==> src/rtl/video_pkg.sv <==
// Shared types and sizing helpers for the double-buffered 1-bpp video bank scheduler.
// The bank geometry defaults here match the 32x24 screen downscaled by 4.
package video_pkg;

   typedef enum logic [2:0] {
      IDLE,
      REQUEST,
      LOAD,
      READY,
      DONE
   } sched_state_t;

   localparam int DEFAULT_MEM_WIDTH  = 8;
   localparam int DEFAULT_MEM_HEIGHT = 6;

   // Counters never collapse to zero bits, even for degenerate 1-wide dimensions.
   function automatic int min1_clog2(input int n);
      return (n <= 1) ? 1 : $clog2(n);
   endfunction

   function automatic int calc_xw(input int mem_width);
      return min1_clog2(mem_width);
   endfunction

   function automatic int calc_yw(input int mem_height);
      return min1_clog2(mem_height);
   endfunction

endpackage

==> src/rtl/wr_addr_counter.sv <==
// Raster-order column/row counter for back-bank writes, with synchronous clear
// and a flag marking the final pixel of the bank.
module wr_addr_counter
   import video_pkg::*;
#(
   parameter int  MEM_WIDTH  = DEFAULT_MEM_WIDTH,
   parameter int  MEM_HEIGHT = DEFAULT_MEM_HEIGHT,
   localparam int XW         = calc_xw(MEM_WIDTH),
   localparam int YW         = calc_yw(MEM_HEIGHT)
)(
   input  logic          clk,
   input  logic          rst_n,
   input  logic          clear,
   input  logic          advance,
   output logic [XW-1:0] x,
   output logic [YW-1:0] y,
   output logic          last
);

   localparam logic [XW-1:0] X_LAST = XW'(MEM_WIDTH - 1);
   localparam logic [YW-1:0] Y_LAST = YW'(MEM_HEIGHT - 1);

   assign last = (x == X_LAST) && (y == Y_LAST);

   // The final pixel wraps both axes so the next frame starts at the origin.
   always_ff @(posedge clk or negedge rst_n) begin
      if (!rst_n) begin
         x <= '0;
         y <= '0;
      end else if (clear || (advance && last)) begin
         x <= '0;
         y <= '0;
      end else if (advance) begin
         if (x == X_LAST) begin
            x <= '0;
            y <= y + YW'(1);
         end else begin
            x <= x + XW'(1);
         end
      end
   end

endmodule

==> src/rtl/frame_swap_scheduler.sv <==
// Fetches each video frame from the SPI source into the back bank and flips banks on VGA
// frame ticks. Define UNDERRUN_STATS_EN to add the saturating underrun_cnt output.
module frame_swap_scheduler
   import video_pkg::*;
#(
   parameter int  MEM_WIDTH     = DEFAULT_MEM_WIDTH,
   parameter int  MEM_HEIGHT    = DEFAULT_MEM_HEIGHT,
   parameter int  REPEAT_FRAMES = 2,
   parameter int  TOTAL_FRAMES  = 6572,
   localparam int XW            = calc_xw(MEM_WIDTH),
   localparam int YW            = calc_yw(MEM_HEIGHT),
   localparam int FW            = $clog2(TOTAL_FRAMES + 1)
)(
   input  logic          CLK_40,
   input  logic          reset_n,
   input  logic          enable,
   input  logic          frame_tick,
   output logic          fetch_req,
   input  logic          fetch_ack,
   input  logic          pix_valid,
   input  logic          pix_data,
   output logic          pix_ready,
   output logic          wr_en,
   output logic          wr_data,
   output logic [XW-1:0] wr_x,
   output logic [YW-1:0] wr_y,
   output logic          disp_bank,
   output logic [FW-1:0] frame_idx,
   output logic          underrun,
   output logic          done
`ifdef UNDERRUN_STATS_EN
   ,
   output logic [15:0]   underrun_cnt
`endif
);

   localparam int            RW         = min1_clog2(REPEAT_FRAMES);
   localparam logic [RW-1:0] REP_LAST   = RW'(REPEAT_FRAMES - 1);
   localparam logic [FW-1:0] FRAME_LAST = FW'(TOTAL_FRAMES - 1);

   sched_state_t  state;
   sched_state_t  next_state;
   logic [RW-1:0] rep_cnt;
   logic          primed;
   logic [XW-1:0] cur_x;
   logic [YW-1:0] cur_y;
   logic          cur_last;
   logic          transfer;
   logic          last_xfer;
   logic          tick_due;
   logic          back_full;
   logic          swap;
   logic          underrun_set;
   logic          at_last_frame;
   logic          leave_done;

   assign fetch_req     = enable && (state == REQUEST);
   assign pix_ready     = enable && (state == LOAD);
   assign done          = (state == DONE);
   assign transfer      = pix_valid && pix_ready;
   assign last_xfer     = transfer && cur_last;
   assign tick_due      = frame_tick && (rep_cnt == REP_LAST);
   assign back_full     = (state == READY) || last_xfer;
   assign swap          = enable && tick_due && back_full;
   assign at_last_frame = (frame_idx == FRAME_LAST);
   assign leave_done    = (state == DONE) && !enable;

   // A due tick with the back bank still filling repeats the current frame; suppressed until
   // the first swap so the initial fill never counts as an underrun.
   assign underrun_set  = enable && tick_due && !back_full && primed &&
                          ((state == REQUEST) || (state == LOAD));

   wr_addr_counter #(
      .MEM_WIDTH  (MEM_WIDTH),
      .MEM_HEIGHT (MEM_HEIGHT)
   ) u_addr (
      .clk     (CLK_40),
      .rst_n   (reset_n),
      .clear   (!enable),
      .advance (transfer),
      .x       (cur_x),
      .y       (cur_y),
      .last    (cur_last)
   );

   always_ff @(posedge CLK_40 or negedge reset_n) begin
      if (!reset_n) begin
         state <= IDLE;
      end else begin
         state <= next_state;
      end
   end

   always_comb begin
      next_state = state;
      if (!enable) begin
         next_state = IDLE;
      end else begin
         case (state)
            IDLE:    next_state = REQUEST;
            REQUEST: if (fetch_ack) next_state = LOAD;
            LOAD: begin
               if (last_xfer) begin
                  if (swap) next_state = at_last_frame ? DONE : REQUEST;
                  else      next_state = READY;
               end
            end
            READY:   if (swap) next_state = at_last_frame ? DONE : REQUEST;
            DONE:    next_state = DONE;
            default: next_state = IDLE;
         endcase
      end
   end

   // Pacing and bank flip: rep_cnt saturates so a late frame swaps on the first tick after it lands.
   always_ff @(posedge CLK_40 or negedge reset_n) begin
      if (!reset_n) begin
         rep_cnt   <= REP_LAST;
         disp_bank <= 1'b0;
         frame_idx <= '0;
         primed    <= 1'b0;
         underrun  <= 1'b0;
      end else begin
         underrun <= underrun_set;
         if (swap) begin
            rep_cnt   <= '0;
            disp_bank <= ~disp_bank;
            frame_idx <= frame_idx + FW'(1);
            primed    <= 1'b1;
         end else begin
            if (frame_tick && (rep_cnt != REP_LAST)) rep_cnt <= rep_cnt + RW'(1);
            if (leave_done) begin
               frame_idx <= '0;
               primed    <= 1'b0;
            end
         end
      end
   end

   always_ff @(posedge CLK_40 or negedge reset_n) begin
      if (!reset_n) begin
         wr_en   <= 1'b0;
         wr_data <= 1'b0;
         wr_x    <= '0;
         wr_y    <= '0;
      end else begin
         wr_en <= transfer;
         if (transfer) begin
            wr_data <= pix_data;
            wr_x    <= cur_x;
            wr_y    <= cur_y;
         end
      end
   end

`ifdef UNDERRUN_STATS_EN
   always_ff @(posedge CLK_40 or negedge reset_n) begin
      if (!reset_n) begin
         underrun_cnt <= '0;
      end else if (leave_done) begin
         underrun_cnt <= '0;
      end else if (underrun_set && (underrun_cnt != 16'hFFFF)) begin
         underrun_cnt <= underrun_cnt + 16'd1;
      end
   end
`endif

endmodule

==> config.mk <==
export PLATFORM = sky130hd
export DESIGN_NAME = frame_swap_scheduler
export DESIGN_NICKNAME = d
export VERILOG_FILES = /design/src/rtl/video_pkg.sv /design/src/rtl/wr_addr_counter.sv /design/src/rtl/frame_swap_scheduler.sv
export SDC_FILE = /design/constraint.sdc
export NUM_CORES = 1
export LEC_CHECK = 0
export ABC_CLOCK_PERIOD_IN_PS = 2800
export CORE_MARGIN = 10
export CORE_UTILIZATION = 51
export CTS_CLUSTER_SIZE = 10
export DETAILED_ROUTE_END_ITERATION = 16
export GPL_ROUTABILITY_DRIVEN = 0
export MAX_ROUTING_LAYER = met4
export PLACE_DENSITY_LB_ADDON = 0.2
export SYNTH_ARGS = -nofsm -noshare
export SYNTH_HDL_FRONTEND = slang
export SYNTH_HIERARCHICAL = 1
export SYNTH_SLANG_ARGS = --single-unit
==> constraint.sdc <==
create_clock -name CLK_40 -period 2.8 [get_ports CLK_40]
set_input_delay 0.28 -clock CLK_40 [delete_from_list [all_inputs] [get_ports CLK_40]]
set_output_delay 0.28 -clock CLK_40 [all_outputs]
set_load 0.02 [all_outputs]
* Word level (Yosys, flattened, before mapping)
Index checks and enable logic that the tools add are counted.
** Storage, ports and cells
- Bits in registers :: 34
- Latch bits :: 0
- RAM bits :: 0
- Bits in read-only memories :: 0
- Bits of input ports :: 7
- Word-level logic and storage cells :: 72
- Memories kept :: 0
** Cells by class
- Add/sub/neg operators :: 4
- Multiply operators :: 0
- Div/mod/pow operators :: 0
- Order comparisons :: 0
- Equal/unequal tests :: 10
- Shift-type cells :: 0
- Muxes and demuxes :: 19
- Bitwise gates (word level) :: 2
- Reduce and logical (&&, ||, !) cells :: 25
** Operators by type and width (number)
- two-way mux 3 bit :: 12
- two-way mux 13 bit :: 2
- case mux 3 bit (5 select lines) :: 1
- adder 13 x 1 -> 13 bit (second input constant) :: 1
- == test 13 bit (second input constant) :: 1
- logical AND 1 bit :: 13
- == test 3 bit (second input constant) :: 3
- inequality test 3 bit (second input constant) :: 3
- nonzero test 2 bit :: 4
- adder 3 x 1 -> 3 bit (second input constant) :: 2
- == test 3 x 2 -> 1 bit (second input constant) :: 2
- two-way mux 1 bit :: 4
- == test 3 x 1 -> 1 bit (second input constant) :: 1
- zero test 3 bit :: 1
- logical OR 1 bit :: 3
- AND reduction 3 bit :: 1
- zero test 1 bit :: 2
- NOT 1 bit :: 2
- AND reduction 2 bit :: 1
- adder 1 bit (second input constant) :: 1

* Longest topological paths before layout
Gate-level depths: netlist (run 1).
- Depth in word-level cells :: 10
- Mapped depth :: 8

* Cells and area by module
Netlist (run 1), hierarchy kept.
** By module, submodules not included
- frame_swap_scheduler :: instances 1, cells an instance 134, area an instance 1392.6 um^2, seq. area each 701.9 um^2
- wr_addr_counter :: instances 1, cells an instance 32, area an instance 354.1 um^2, seq. area each 150.1 um^2

* Least setup slack after synthesis (run 1)
No wires, ideal clock.
- Path kind :: register to register
- Start :: register state[2]
- End :: register u_addr.x[0]
- Arrival :: 2.353 ns
- Required time :: 2.726 ns
- Slack :: 0.374 ns
- Stages on the path, launching flop included :: 8
- Path buffers :: 1
- Path through :: dfrtp_1 nand2b_1 clkbuf_2 nor3b_1 nand2_1 inv_1 or3b_1 a21oi_2
** On the way
- Cells in the longest elaborated chain, start to end :: 6
** RTL lines
- from (decl) :: RTL line frame_swap_scheduler.sv:41 : sched_state_t state;
- from (signal assigned) :: RTL line frame_swap_scheduler.sv:90 : state <= next_state;
- == test 3 x 2 -> 1 bit (*) :: RTL line frame_swap_scheduler.sv:58 : assign pix_ready = enable && (state == LOAD);
- logical AND 1 bit (*) :: RTL line frame_swap_scheduler.sv:58
- via pix_ready :: RTL line frame_swap_scheduler.sv:22 : output logic pix_ready,
- logical AND 1 bit (*) :: RTL line frame_swap_scheduler.sv:60 : assign transfer = pix_valid && pix_ready;
- via transfer :: RTL line frame_swap_scheduler.sv:48 : logic transfer;
- logical AND 1 bit :: RTL line wr_addr_counter.sv:30 : end else if (clear || (advance && last)) begin
- logical OR 1 bit :: RTL line wr_addr_counter.sv:30
- two-way mux 3 bit or nonzero test 2 bit (tied branches)
- to (signal assigned) :: RTL line wr_addr_counter.sv:38 : x <= x + XW'(1);
- to (decl) :: RTL line wr_addr_counter.sv:15 : output logic [XW-1:0] x,
Mark *: on every way through the listed nets, which the timed path passes. The rest lies on a longest branch.
A chain may end at the register's enable or synchronous reset.

* Worst setup path in the final report (run 1)
- Start :: register u_addr.x[0]
- End :: register frame_idx[12]
** On the way
- Cells in the longest elaborated chain, start to end :: 6
** RTL lines
- == test 3 bit (*) :: RTL line wr_addr_counter.sv:23 : assign last = (x == X_LAST) && (y == Y_LAST);
- logical AND 1 bit (*) :: RTL line wr_addr_counter.sv:23
- via cur_last :: RTL line frame_swap_scheduler.sv:47 : logic cur_last;
- logical AND 1 bit (*) :: RTL line frame_swap_scheduler.sv:61 : assign last_xfer = transfer && cur_last;
- logical OR 1 bit (*) :: RTL line frame_swap_scheduler.sv:63 : assign back_full = (state == READY) || last_xfer;
- logical AND 1 bit (*) :: RTL line frame_swap_scheduler.sv:64 : assign swap = enable && tick_due && back_full;
- two-way mux 13 bit or nonzero test 2 bit (tied branches)
- to (signal assigned) :: RTL line frame_swap_scheduler.sv:128 : frame_idx <= frame_idx + FW'(1);
- to (decl) :: RTL line frame_swap_scheduler.sv:28 : output logic [FW-1:0] frame_idx,
Marks and branches as above.

==> results of run 1 <==
-- final cells by class --
cell class              instances  share of cell area (%)
flip-flops and latches         34                    39.2
multi-input cells             119                    38.7
repair buffers                 34                    15.4
well taps                      46                    2.65
clock buffers                   7                    2.53
inverters                       7                    1.21
clock inverters                 1                   0.230
-- path summary, 6_finish.rpt --
check,start,to,slack (ns),cells after the start
max in group asynchronous,reset_n,rep_cnt$_DFFE_PN1P_,2.14,2
min,reset_n,frame_idx[3]$_DFFE_PN0P_,0.32,2
max,u_addr/x[0]$_DFFE_PN0P_,frame_idx[12]$_DFFE_PN0P_,0.22,7
min reg2reg,disp_bank$_DFFE_PN0P_,disp_bank$_DFFE_PN0P_,0.51,1
min in group CLK_40,disp_bank$_DFFE_PN0P_,disp_bank$_DFFE_PN0P_,0.51,1
max reg2reg,u_addr/x[0]$_DFFE_PN0P_,frame_idx[12]$_DFFE_PN0P_,0.22,7
-- power groups by stage --
stage	Sequential, W	Combinational (W)	Clock (W)
6_report	0.000591	0.000228	0.000295
5_1_grt	0.000596	0.000249	0.000323
4_1_cts	0.000588	0.000232	0.000300
3_5_place_dp	0.000597	0.000232	0
3_3_place_gp	0.000594	0.000226	0
2_1_floorplan	0.000625	0.0000787	0
-- layout by cell type, fill, tap and decap left out, drive strengths merged, types with 3 or more instances in the layout --
cell type,n
clkdlybuf4s50,32
nand2,22
mux2i,9
and3,4
nor2,6
clkbuf,7
ha,5
nor4,3
nand3,3
mux2,7
or3,3
o21ai,6
nor3,4
a21oi,5
nand2b,5
inv,7
dfrtp,33
nand4,3
-- routing by layer --
metal	up-vias	wire length [um]	GRT usage (%)
met2	40	1950	21.8
met5	-	0	-
met4	0	84	7.35
met1	674	1730	15.2
met3	8	229	5.13
li1	674	-	-
-- logic make-up after synthesis --
kind of cell / Yosys count / synth area share, %
xor gates and xnor gates: 1 / 0.502
and+or+nand+nor: 70 / 23.4
DFF: 34 / 48.8
muxes: 16 / 9.67
adders and majority gates: 5 / 3.58
AOI/OAI and AO/OA: 27 / 11.0
buffers and inverters: 13 / 3.08
-- registers in the layout (all words and copies together) (netlist names) --
signal / flops
disp_bank: 1
frame_idx: 13
primed: 1
rep_cnt: 1
state: 3
u_addr/x: 3
u_addr/y: 3
underrun: 1
wr_data: 1
wr_en: 1
wr_x: 3
wr_y: 3
-- through the flow --
step	std cells	cell area, um^2	power, W	hold slack [ns]	utilization, %
2_1_floorplan	166	1750	0.000704	-0.0156	-
3_3_place_gp	240	2110	0.000820	0.465	63.8
3_5_place_dp	240	2110	0.000828	0.486	63.8
4_1_cts	248	2170	0.00112	0.330	65.6
5_1_grt	248	2170	0.00117	0.367	65.6
6_report	248	2170	0.00111	0.322	65.6
==> impl_summary.log, run 1 <==
[metrics] result of the run: finished clean
[metrics] count of flip-flops with a built-in enable after synthesis: 0
[metrics] Post-Place Setup Slack: 0.262 ns
[metrics] Die Height: 78.5 um
[metrics] share of total power in the clock network: 26.5%
[metrics] quantity of hold-fixing buffers added after cts: 0
[metrics] post-synthesis async set-or-reset flop share: between 90% and 100%
[metrics] most common cell in the netlist: sky130_fd_sc_hd__dfrtp_1
[metrics] pin count of the biggest net entering global routing: 35
[metrics] CP required: 3.08 ns
[metrics] Internal Power: 0.000765 W
[metrics] clock root cell: sky130_fd_sc_hd__clkbuf_4
[metrics] P per Cell Area: 513 nW/um^2
[metrics] floorplan row count: 21
[metrics] headroom to the max-slew limit: 44.0%
[metrics] Yosys cell types: 47
[metrics] number of iterations in the first detailed-routing pass: 4
[metrics] Crit path max-delay family: simple AND/OR/NAND/NOR gates
[metrics] switching power: 0.000348 W
[metrics] die area: 6170 um^2
[metrics] accumulated negative setup slack: 0 ns
[metrics] data arrival time of the critical path: 2.87 ns
[metrics] top cells by area, synth: sky130_fd_sc_hd__dfrtp_1, sky130_fd_sc_hd__mux2i_1, sky130_fd_sc_hd__nand2_1, sky130_fd_sc_hd__mux2_2, sky130_fd_sc_hd__ha_1
[metrics] detailed-route via count: 1396
[metrics] first-pass GRT wire length: slightly below 7000 um
[metrics] clock slew seen by the registers of the worst setup and hold paths: 0.11 ns
[metrics] Static Leak: approximately 0.95 nW
[metrics] number of nets with antenna violations after routing: 0
[metrics] library cell contributing the largest single delay on the critical path: sky130_fd_sc_hd__or3_1
[metrics] cell with the most instances on the worst path: sky130_fd_sc_hd__ha_1
[metrics] share of layout cells above drive strength 1: 10.9%
[metrics] number of antenna violations at the first check in global routing: 0
[metrics] maximum fanout encountered on the critical timing path: 12
[metrics] number of buffers added on ports: 32
[metrics] slew at the pin closest to its max-slew limit: 0.833 ns
[metrics] Hold/Removal Path Class: input pin to async pin
[metrics] top-area cell type share of the netlist area: a little under half
[metrics] Bufs and invs on worst path: 0
[metrics] total routed wirelength: 3990 um
[metrics] Hold Vio Cnt, Final: 0
[metrics] final worst-path cycle share: between 90% and 100%
[metrics] number of H-tree levels: 2
[metrics] final-report setup violation count: 0
[metrics] GRT Residual Overflow: 0
[metrics] effective utilization at floorplan: a little over half
[metrics] combined area of the multi-input logic cells: 841 um^2
[metrics] number of fill cells in the layout: roughly 290
[metrics] number of diodes: 0
[metrics] setup repair after global routing missed its margin: false
[metrics] DP Wirelength: 2880 um
[metrics] cts bufs inserted: 5
[metrics] average size of a mapped cell: 10.5 um^2
[metrics] number of max-slew violations in the final report: 0
[metrics] number of gates resized after CTS: 0
[metrics] Nets: 213
[metrics] CTS sink count: 34
[metrics] slowest stage delay, CP: 0.60 ns
[metrics] clock latency on the worst-skew pair: 0.35 ns
[metrics] min cycle time layout: 2.58 ns
[metrics] synthesis-to-finish area growth: 24.4%
[metrics] Setup WS post-layout: 0.217 ns
[metrics] count of state elements after synthesis: 34
[metrics] setup skew after layout: 0.00868 ns
[metrics] Primary FF master, synth: sky130_fd_sc_hd__dfrtp_1
[metrics] buffer depth of the longest clock path: 2
[metrics] total global routing track utilization: 13.9%
[metrics] fraction of power spent switching nets: 31.3%
[metrics] highest ir drop seen on vdd: 0.000353 V
[metrics] x dimension of the die: ~79 um
[metrics] post-DR vias/cell: ~5.6
[metrics] DRC errors left: 0
[metrics] area inside the core boundary: 3310 um^2
[metrics] critical path start-end classification: register to register
[metrics] Starting DRT DRC Count: 119
[metrics] TritonCTS clock tree: done
[metrics] number of warnings reported in the yosys synthesis log: 6
[metrics] cell types with the highest counts after synthesis: sky130_fd_sc_hd__dfrtp_1, sky130_fd_sc_hd__nand2_1, sky130_fd_sc_hd__mux2i_1
[metrics] Post-CTS Setup Repair Bufs: 0
[metrics] highest clock rate: 387 MHz
[metrics] total I/O pin count: 33
[metrics] area taken by flip-flops and latches: between 800 and 900 um^2
[metrics] vias in the first global route: between 1000 and 1500
[metrics] Post-Synthesis Cells: 166
[metrics] count of maximum capacitance violations: 0
[metrics] crit-path cells: ha_1 > ha_1 > and3_1 > a21oi_1 > or3_1 > nor4_1 > mux2i_1
[metrics] crit path launch type: register
[metrics] share of synthesized area occupied by flip-flops and latches: about half
[metrics] part of the power in combinational logic: roughly 20%
[metrics] syn nets: 178
[metrics] sequential group share of total power: between 50% and 60%
[metrics] kind of capture point of the worst setup path: register
[metrics] library cell with the largest summed area after synthesis: sky130_fd_sc_hd__dfrtp_1
[metrics] mean routed wirelength per cell: roughly 16 um
[metrics] cell area after synthesis: ~1700 um^2
No activity file was read; power rests on OpenSTA's default activity.
==> run 2, diff against run 1 <==
--- a/config.mk
+++ b/config.mk
@@ -7,7 +7,7 @@
 export LEC_CHECK = 0
 export ABC_CLOCK_PERIOD_IN_PS = 2800
 export CORE_MARGIN = 10
-export CORE_UTILIZATION = 51
+export CORE_UTILIZATION = 52
 export CTS_CLUSTER_SIZE = 10
 export DETAILED_ROUTE_END_ITERATION = 16
 export GPL_ROUTABILITY_DRIVEN = 0
@@ -15,5 +15,4 @@
 export PLACE_DENSITY_LB_ADDON = 0.2
 export SYNTH_ARGS = -nofsm -noshare
 export SYNTH_HDL_FRONTEND = slang
-export SYNTH_HIERARCHICAL = 1
 export SYNTH_SLANG_ARGS = --single-unit
==> run 2 against run 1 <==
  * Die area is 2.6% higher
  * Cell count is 6.0% higher
  * Critical path depth is 3 lower
  * Cell area is 3.4% higher
  * Clock skew is 0.0017 ns lower
  * Synthesized cell count is 10% higher
  * Sequential share of layout area is 1.3 points lower
  * Core utilization is 0.65 points higher
  * Sequential power is 5.2% lower
  * Hold slack better by 0.0089 ns
  * Sequential cell count stayed put
  * Non-clock buffer count stayed put
  * Critical path type is now input pin to output port
  * Largest power group unchanged
==> impl_summary.log, run 2 <==
[metrics] maximum fanout encountered on the critical timing path: 14
[metrics] Post-CTS Setup Repair Bufs: 0
[metrics] share of synthesized area occupied by flip-flops and latches: 46.3%
[metrics] Largest Register: frame_idx
[metrics] Post-Place Setup Slack: 0.235 ns
[metrics] post-synthesis async set-or-reset flop share: 100%
[metrics] most frequent cells in the layout: sky130_fd_sc_hd__nand2_1, sky130_fd_sc_hd__dfrtp_1, sky130_fd_sc_hd__clkdlybuf4s50_1
[metrics] setup skew after layout: 0.00701 ns
[metrics] clock latency on the worst-skew pair: 0.34 ns
[metrics] number of H-tree levels: 2
[metrics] FF-to-FF setup slack: 0.44 ns
[metrics] vias in the first global route: 1537
[metrics] effective utilization at floorplan: 54.3%
[metrics] count of state elements after synthesis: 34
[metrics] cell types with the highest counts after synthesis: sky130_fd_sc_hd__dfrtp_1, sky130_fd_sc_hd__nand2_1, sky130_fd_sc_hd__a221o_1, sky130_fd_sc_hd__nand4_1, sky130_fd_sc_hd__nor3_1
[metrics] number of fill cells in the layout: roughly 280
[metrics] die area: 6320 um^2
[metrics] first-pass GRT wire length: 7330 um
[metrics] crit path launch type: input pin
[metrics] cell area after synthesis: 1840 um^2
[metrics] buffer depth of the longest clock path: 2
[metrics] clock root cell: sky130_fd_sc_hd__clkbuf_4
[metrics] P per Cell Area: between 400 and 500 nW/um^2
[metrics] highest ir drop seen on vdd: 0.000350 V
[metrics] mean routed wirelength per cell: 15.9 um
[metrics] final worst-path cycle share: 86.3%
[metrics] CTS sink count: 34
[metrics] floorplan row count: 21
[metrics] post-DR vias/cell: just under 6
[metrics] number of nets with antenna violations after routing: 0
[metrics] final-report setup violation count: 0
[metrics] share of layout cells above drive strength 1: about 8.3%
[metrics] data arrival time of the critical path: 2.14 ns
[metrics] hold slack final: 0.331 ns
[metrics] Setup WS post-layout: 0.383 ns
[metrics] flip-flop count of the largest register, all copies and words added: 13
[metrics] Die Height: 79.5 um
[metrics] count of cells along the worst register-to-register path: 6
[metrics] top cells by area, synth: sky130_fd_sc_hd__dfrtp_1, sky130_fd_sc_hd__nand2_1, sky130_fd_sc_hd__a221o_1, sky130_fd_sc_hd__ha_1, sky130_fd_sc_hd__mux2i_1
[metrics] setup repair after global routing missed its margin: false
[metrics] x dimension of the die: 79.5 um
[metrics] GRT Residual Overflow: 0
[metrics] DP Wirelength: 3070 um
[metrics] CP required: between 2 and 3 ns
[metrics] count of maximum capacitance violations: 0
[metrics] endpoint of the lowest-slack register-to-register path: frame_idx[0]$_DFFE_PN0P_
[metrics] non-filler instance count after layout: approximately 260
[metrics] Nets: ~230
[metrics] area inside the core boundary: 3390 um^2
[metrics] slew at the pin closest to its max-slew limit: 0.865 ns
[metrics] TritonCTS clock tree: done
[metrics] number of buffers added on ports: 32
[metrics] result of the run: finished clean
[metrics] Primary FF master, synth: sky130_fd_sc_hd__dfrtp_1
[metrics] highest clock rate: slightly above 400 MHz
[metrics] pin count of the biggest net entering global routing: 35
[metrics] headroom to the max-slew limit: 42.1%
[metrics] synthesis-to-finish area growth: 21.9%
[metrics] number of max-slew violations in the final report: 0
[metrics] number of iterations in the first detailed-routing pass: 4
[metrics] total I/O pin count: 33
[metrics] total routed wirelength: 4170 um
[metrics] number of cells after detailed placement: roughly 260
[metrics] top-area cell type share of the netlist area: 44.8%
[metrics] number of diodes: 0
[metrics] min cycle time layout: 2.42 ns
[metrics] critical path start-end classification: input pin to output port
[metrics] quantity of hold-fixing buffers added after cts: 0
[metrics] syn nets: 195
[metrics] Static Leak: 0.959 nW
[metrics] Yosys cell types: 49
[metrics] clock slew seen by the registers of the worst setup and hold paths: 0.10 ns
[metrics] Hold Vio Cnt, Final: 0
[metrics] cts bufs inserted: 5
[metrics] average size of a mapped cell: 10.1 um^2
[metrics] Total Power Consumption: 0.00103 W
[metrics] Reg-to-Reg Start: u_addr.x[0]$_DFFE_PN0P_
[metrics] total global routing track utilization: about 15%
[metrics] number of antenna violations at the first check in global routing: 0
[metrics] number of warnings reported in the yosys synthesis log: 0
[metrics] DRC errors left: 0
[metrics] Post-Synthesis Cells: 183
[metrics] Starting DRT DRC Count: 108
[metrics] kind of capture point of the worst setup path: output port
[metrics] library cell with the largest summed area after synthesis: sky130_fd_sc_hd__dfrtp_1
[metrics] Hold/Removal Path Class: input pin to async pin
[metrics] count of flip-flops with a built-in enable after synthesis: 0
[metrics] number of gates resized after CTS: 0
[metrics] accumulated negative setup slack: 0 ns
[metrics] detailed-route via count: 1545
-- run 2: changes by cell type in the layout (fill, tap and decap cells not counted), moves of 3 or more --
cell,previous run,this run
sky130_fd_sc_hd__inv_1,7,4
sky130_fd_sc_hd__mux2_2,7,1
sky130_fd_sc_hd__nand2_1,22,33
sky130_fd_sc_hd__nand4_1,3,7
sky130_fd_sc_hd__and2_1,1,4
sky130_fd_sc_hd__nor3_1,4,7
sky130_fd_sc_hd__a21oi_1,4,1
sky130_fd_sc_hd__a21boi_1,0,5
sky130_fd_sc_hd__a221o_1,0,7
sky130_fd_sc_hd__nand2b_1,5,1
sky130_fd_sc_hd__mux2i_1,9,6
-- run 2: worst max-delay path by stage --
stage / start / slack (ns) / depth (start not counted) / to
final: enable / 0.38 / 4 / fetch_req
after global routing: u_addr.x[0]$_DFFE_PN0P_ / 0.23 / 6 / frame_idx[0]$_DFFE_PN0P_
after CTS: enable / 0.39 / 4 / fetch_req
after detailed placement: enable / 0.23 / 6 / frame_idx[0]$_DFFE_PN0P_
after global placement: enable / 0.31 / 6 / frame_idx[0]$_DFFE_PN0P_
after floorplan: u_addr.x[0]$_DFFE_PN0P_ / 0.86 / 7 / frame_idx[4]$_DFFE_PN0P_
-- run 2: cell type report --
type | instances | area (um^2) | share of cell area, %
Timing Repair Buffer | 34 | 335 | 14.9
Sequential cell | 34 | 852 | 37.9
Clock inverter | 1 | 5.00 | 0.223
Multi-Input combinational cell | 135 | 916 | 40.8
Inverter | 6 | 25.0 | 1.11
Clock buffer | 7 | 55.1 | 2.45
Tap cell | 46 | 57.6 | 2.56
-- run 2: power by group --
part	total (W)	internal (W)	switching, W
sequential	0.000560	0.000524	0.0000359
combinational	0.000189	0.0000914	0.0000979
clock	0.000282	0.000122	0.000160
-- run 2: cell families after synthesis --
| family | count (synthesis) | synth area share [%] |
|---|---|---|
| AND/OR/NAND/NOR | 89 | 27.4 |
| flip-flops | 34 | 46.3 |
| AO/OA/AOI/OAI | 31 | 13.5 |
| buffers and inverters | 14 | 4.01 |
| multiplexers | 8 | 4.48 |
| adder cells (fa/ha/maj) | 5 | 3.40 |
| XOR/XNOR | 2 | 0.951 |
-- run 2: critical path, cell delays in order --
cell	delay [ns]
sky130_fd_sc_hd__clkdlybuf4s50_1	0.75
sky130_fd_sc_hd__nor2b_1	0.25
sky130_fd_sc_hd__and3_1	0.24
sky130_fd_sc_hd__clkdlybuf4s50_1	0.62
-- run 2: metal layers --
| layer | GRT usage [%] | up-vias | share of wire, % |
|---|---|---|---|
| met2 | 23.9 | 41 | 52 |
| met1 | 16.6 | 757 | 41 |
| met5 | - | - | 0 |
| met4 | 5.73 | 0 | 1.6 |
| li1 | - | 741 | - |
| met3 | 4.73 | 6 | 5.3 |
-- run 2: metrics by stage --
step                      cell area [um^2]  util [%]
after floorplan                       1840         -
after global placement                2190      64.5
after detailed placement              2190      64.5
after CTS                             2250      66.3
after global routing                  2250      66.3
final                                 2250      66.3
==> run 3, diff against run 2 <==
--- a/config.mk
+++ b/config.mk
@@ -12,7 +12,7 @@
 export DETAILED_ROUTE_END_ITERATION = 16
 export GPL_ROUTABILITY_DRIVEN = 0
 export MAX_ROUTING_LAYER = met4
-export PLACE_DENSITY_LB_ADDON = 0.2
+export PLACE_DENSITY = 0.79
 export SYNTH_ARGS = -nofsm -noshare
 export SYNTH_HDL_FRONTEND = slang
 export SYNTH_SLANG_ARGS = --single-unit
==> run 3 against run 2 <==
  * Fmax is 1.2% higher
  * Setup slack better by 0.029 ns
  * Global-route usage fell by 0.26 points
  * Core utilization grew 0.22 points
  * Clock skew down 0.0036 ns
  * First-iteration DRC count fell by 19%
  * Clock-buffer cell count is the same
  * Non-clock buffer count grew 1
  * Clock power is essentially flat
  * Hold slack gained 0.051 ns
  * Critical endpoint is now frame_idx[2]$_DFFE_PN0P_
==> impl_summary.log, run 3 (synthesis gave the netlist of run 2 again) <==
[metrics] flip-flop count of the largest register, all copies and words added: 13
[metrics] Setup WS post-layout: around 0.41 ns
[metrics] hold slack final: 0.382 ns
[metrics] DP Wirelength: 3110 um
[metrics] Nets: 229
[metrics] cell with the most instances on the worst path: sky130_fd_sc_hd__ha_1
[metrics] crit path to: frame_idx[2]$_DFFE_PN0P_
[metrics] share of total power in the clock network: a little over a quarter
[metrics] post-route standard cell area excluding fillers: 2250 um^2
[metrics] die area: 6320 um^2
[metrics] most frequent cells in the layout: sky130_fd_sc_hd__nand2_1, sky130_fd_sc_hd__dfrtp_1, sky130_fd_sc_hd__clkdlybuf4s50_1
[metrics] number of diodes: 0
[metrics] placement-stage cell area: 2190 um^2
[metrics] crit-path cells: ha_1 > ha_1 > and4_1 > a22oi_4 > nor2_1 > buf_4 > a221o_1
[metrics] Internal Power: 0.000738 W
[metrics] first-pass GRT wire length: 7220 um
[metrics] effective utilization at floorplan: 54.3%
[metrics] post-DR vias/cell: around 5.7
[metrics] crit path launch type: register
[metrics] Starting DRT DRC Count: 88
[metrics] DRC errors left: 0
[metrics] part of the power in combinational logic: around 19%
[metrics] clock latency on the worst-skew pair: 0.33 ns
[metrics] Hold/Removal Path Class: input pin to async pin
[metrics] highest-utilization routing layer at the global route stage: met2
[metrics] P per Cell Area: 460 nW/um^2
[metrics] sequential group share of total power: a little over half
[metrics] Hold Vio Cnt, Final: 0
[metrics] total I/O pin count: 33
[metrics] kind of capture point of the worst setup path: register
[metrics] area inside the core boundary: ~3400 um^2
[metrics] headroom to the max-slew limit: between 40% and 50%
[metrics] final-report setup violation count: 0
[metrics] highest ir drop seen on vdd: 0.000397 V
[metrics] slew at the pin closest to its max-slew limit: around 0.77 ns
[metrics] clock root cell: sky130_fd_sc_hd__clkbuf_4
[metrics] number of antenna violations at the first check in global routing: 0
[metrics] fraction of power spent switching nets: about 29%
[metrics] total global routing track utilization: 14.5%
[metrics] floorplan row count: 21
[metrics] accumulated negative setup slack: 0 ns
[metrics] setup skew after layout: 0.00340 ns
[metrics] number of buffers added on ports: 32
[metrics] critical path start-end classification: register to register
[metrics] highest clock rate: 419 MHz
[metrics] cts bufs inserted: 5
[metrics] setup repair after global routing missed its margin: false
[metrics] synthesis-to-finish area growth: 22.4%
[metrics] detailed-route via count: 1511
[metrics] share of layout cells above drive strength 1: under 10%
[metrics] count of cells along the worst register-to-register path: 7
[metrics] number of nets with antenna violations after routing: 0
[metrics] slowest stage delay, CP: 0.43 ns
[metrics] TritonCTS clock tree: done
[metrics] data arrival time of the critical path: 2.61 ns
[metrics] number of gates resized after CTS: 0
[metrics] result of the run: finished clean
[metrics] Post-CTS Setup Repair Bufs: 0
[metrics] pin count of the biggest net entering global routing: 20
[metrics] quantity of hold-fixing buffers added after cts: 0
[metrics] number of max-slew violations in the final report: 0
[metrics] number of H-tree levels: 2
[metrics] clock slew seen by the registers of the worst setup and hold paths: 0.10 ns
[metrics] CTS sink count: 34
[metrics] FF-to-FF setup slack: 0.41 ns
[metrics] maximum fanout encountered on the critical timing path: 13
[metrics] total routed wirelength: between 4000 and 5000 um
[metrics] M2 GR Usage: 23.3%
[metrics] switching power: 0.000298 W
[metrics] library cell contributing the largest single delay on the critical path: sky130_fd_sc_hd__dfrtp_1
[metrics] endpoint of the lowest-slack register-to-register path: frame_idx[2]$_DFFE_PN0P_
[metrics] count of maximum capacitance violations: 0
[metrics] met1 Track Usage GR: 16.9%
[metrics] Post-Place Setup Slack: 0.365 ns
[metrics] GRT Residual Overflow: 0
[metrics] x dimension of the die: 79.5 um
[metrics] Largest Register: frame_idx
[metrics] Static Leak: 0.964 nW
[metrics] buffer depth of the longest clock path: 2
[metrics] min cycle time layout: 2.39 ns
[metrics] number of iterations in the first detailed-routing pass: 4
[metrics] mean routed wirelength per cell: 15.9 um
[metrics] CP required: 3.02 ns
[metrics] Worst Setup SP: u_addr.x[0]$_DFFE_PN0P_
[metrics] vias in the first global route: 1524
[metrics] Die Height: ~80 um
[metrics] Reg-to-Reg Start: u_addr.x[0]$_DFFE_PN0P_
[metrics] final worst-path cycle share: 85.3%
[metrics] GR Util met3: 4.84%
-- run 3: cell count changes in the layout (fill, tap and decap cells not counted) --
cell                    before  now
sky130_fd_sc_hd__buf_4       2    3
-- run 3: worst max-delay path, delay by kind of cell (launching register included) --
family          cells  cell delay [ns]
simple gates        2             0.43
buf+inv             1             0.21
compound gates      2             0.75
fa+ha+maj           2             0.45
flops               1             0.43
-- run 3: how the worst min path moves through the flow --
stage                                    from               endpoint  slack [ns]  cells after the start
final                                 reset_n    wr_y[0]$_DFFE_PN0P_        0.38                      1
after CTS                             reset_n    wr_y[0]$_DFFE_PN0P_        0.40                      1
after global placement    wr_x[0]$_DFFE_PN0P_    wr_x[0]$_DFFE_PN0P_        0.46                      2
after global routing                  reset_n    wr_y[0]$_DFFE_PN0P_        0.40                      1
after floorplan                       reset_n  disp_bank$_DFFE_PN0P_       -0.02                      0
after detailed placement  wr_x[1]$_DFFE_PN0P_    wr_x[1]$_DFFE_PN0P_        0.47                      2
-- run 3: area by class of cell --
type	instances	area (um^2)
fillers	284	1140
multi-input cells	135	916
flip-flops and latches	34	852
repair buffers	35	343
well taps	46	57.6
clock buffers	7	55.1
inverters	6	25.0
clock inverters	1	5.00
-- run 3: stage by stage --
stage	cells	power, W	util, %
finish	264	0.00104	66.5
floorplan	183	0.000675	-
CTS	264	0.00105	66.5
global route	264	0.00110	66.5
detailed placement	256	0.000762	64.7
global placement	256	0.000756	64.7
-- run 3: routing by layer --
layer | up-vias | routed length, um
met5 | - | 0
met2 | 50 | 1950
met1 | 710 | 1830
met4 | 0 | 39
li1 | 746 | -
met3 | 5 | 369
-- run 3: power groups by stage --
stage / Clock, W / Sequential, W / Combinational [W]
after global routing: 0.000320 / 0.000567 / 0.000213
after detailed placement: 0 / 0.000569 / 0.000192
after floorplan: 0 / 0.000584 / 0.0000912
after CTS: 0.000295 / 0.000560 / 0.000195
final: 0.000284 / 0.000560 / 0.000191
after global placement: 0 / 0.000567 / 0.000189
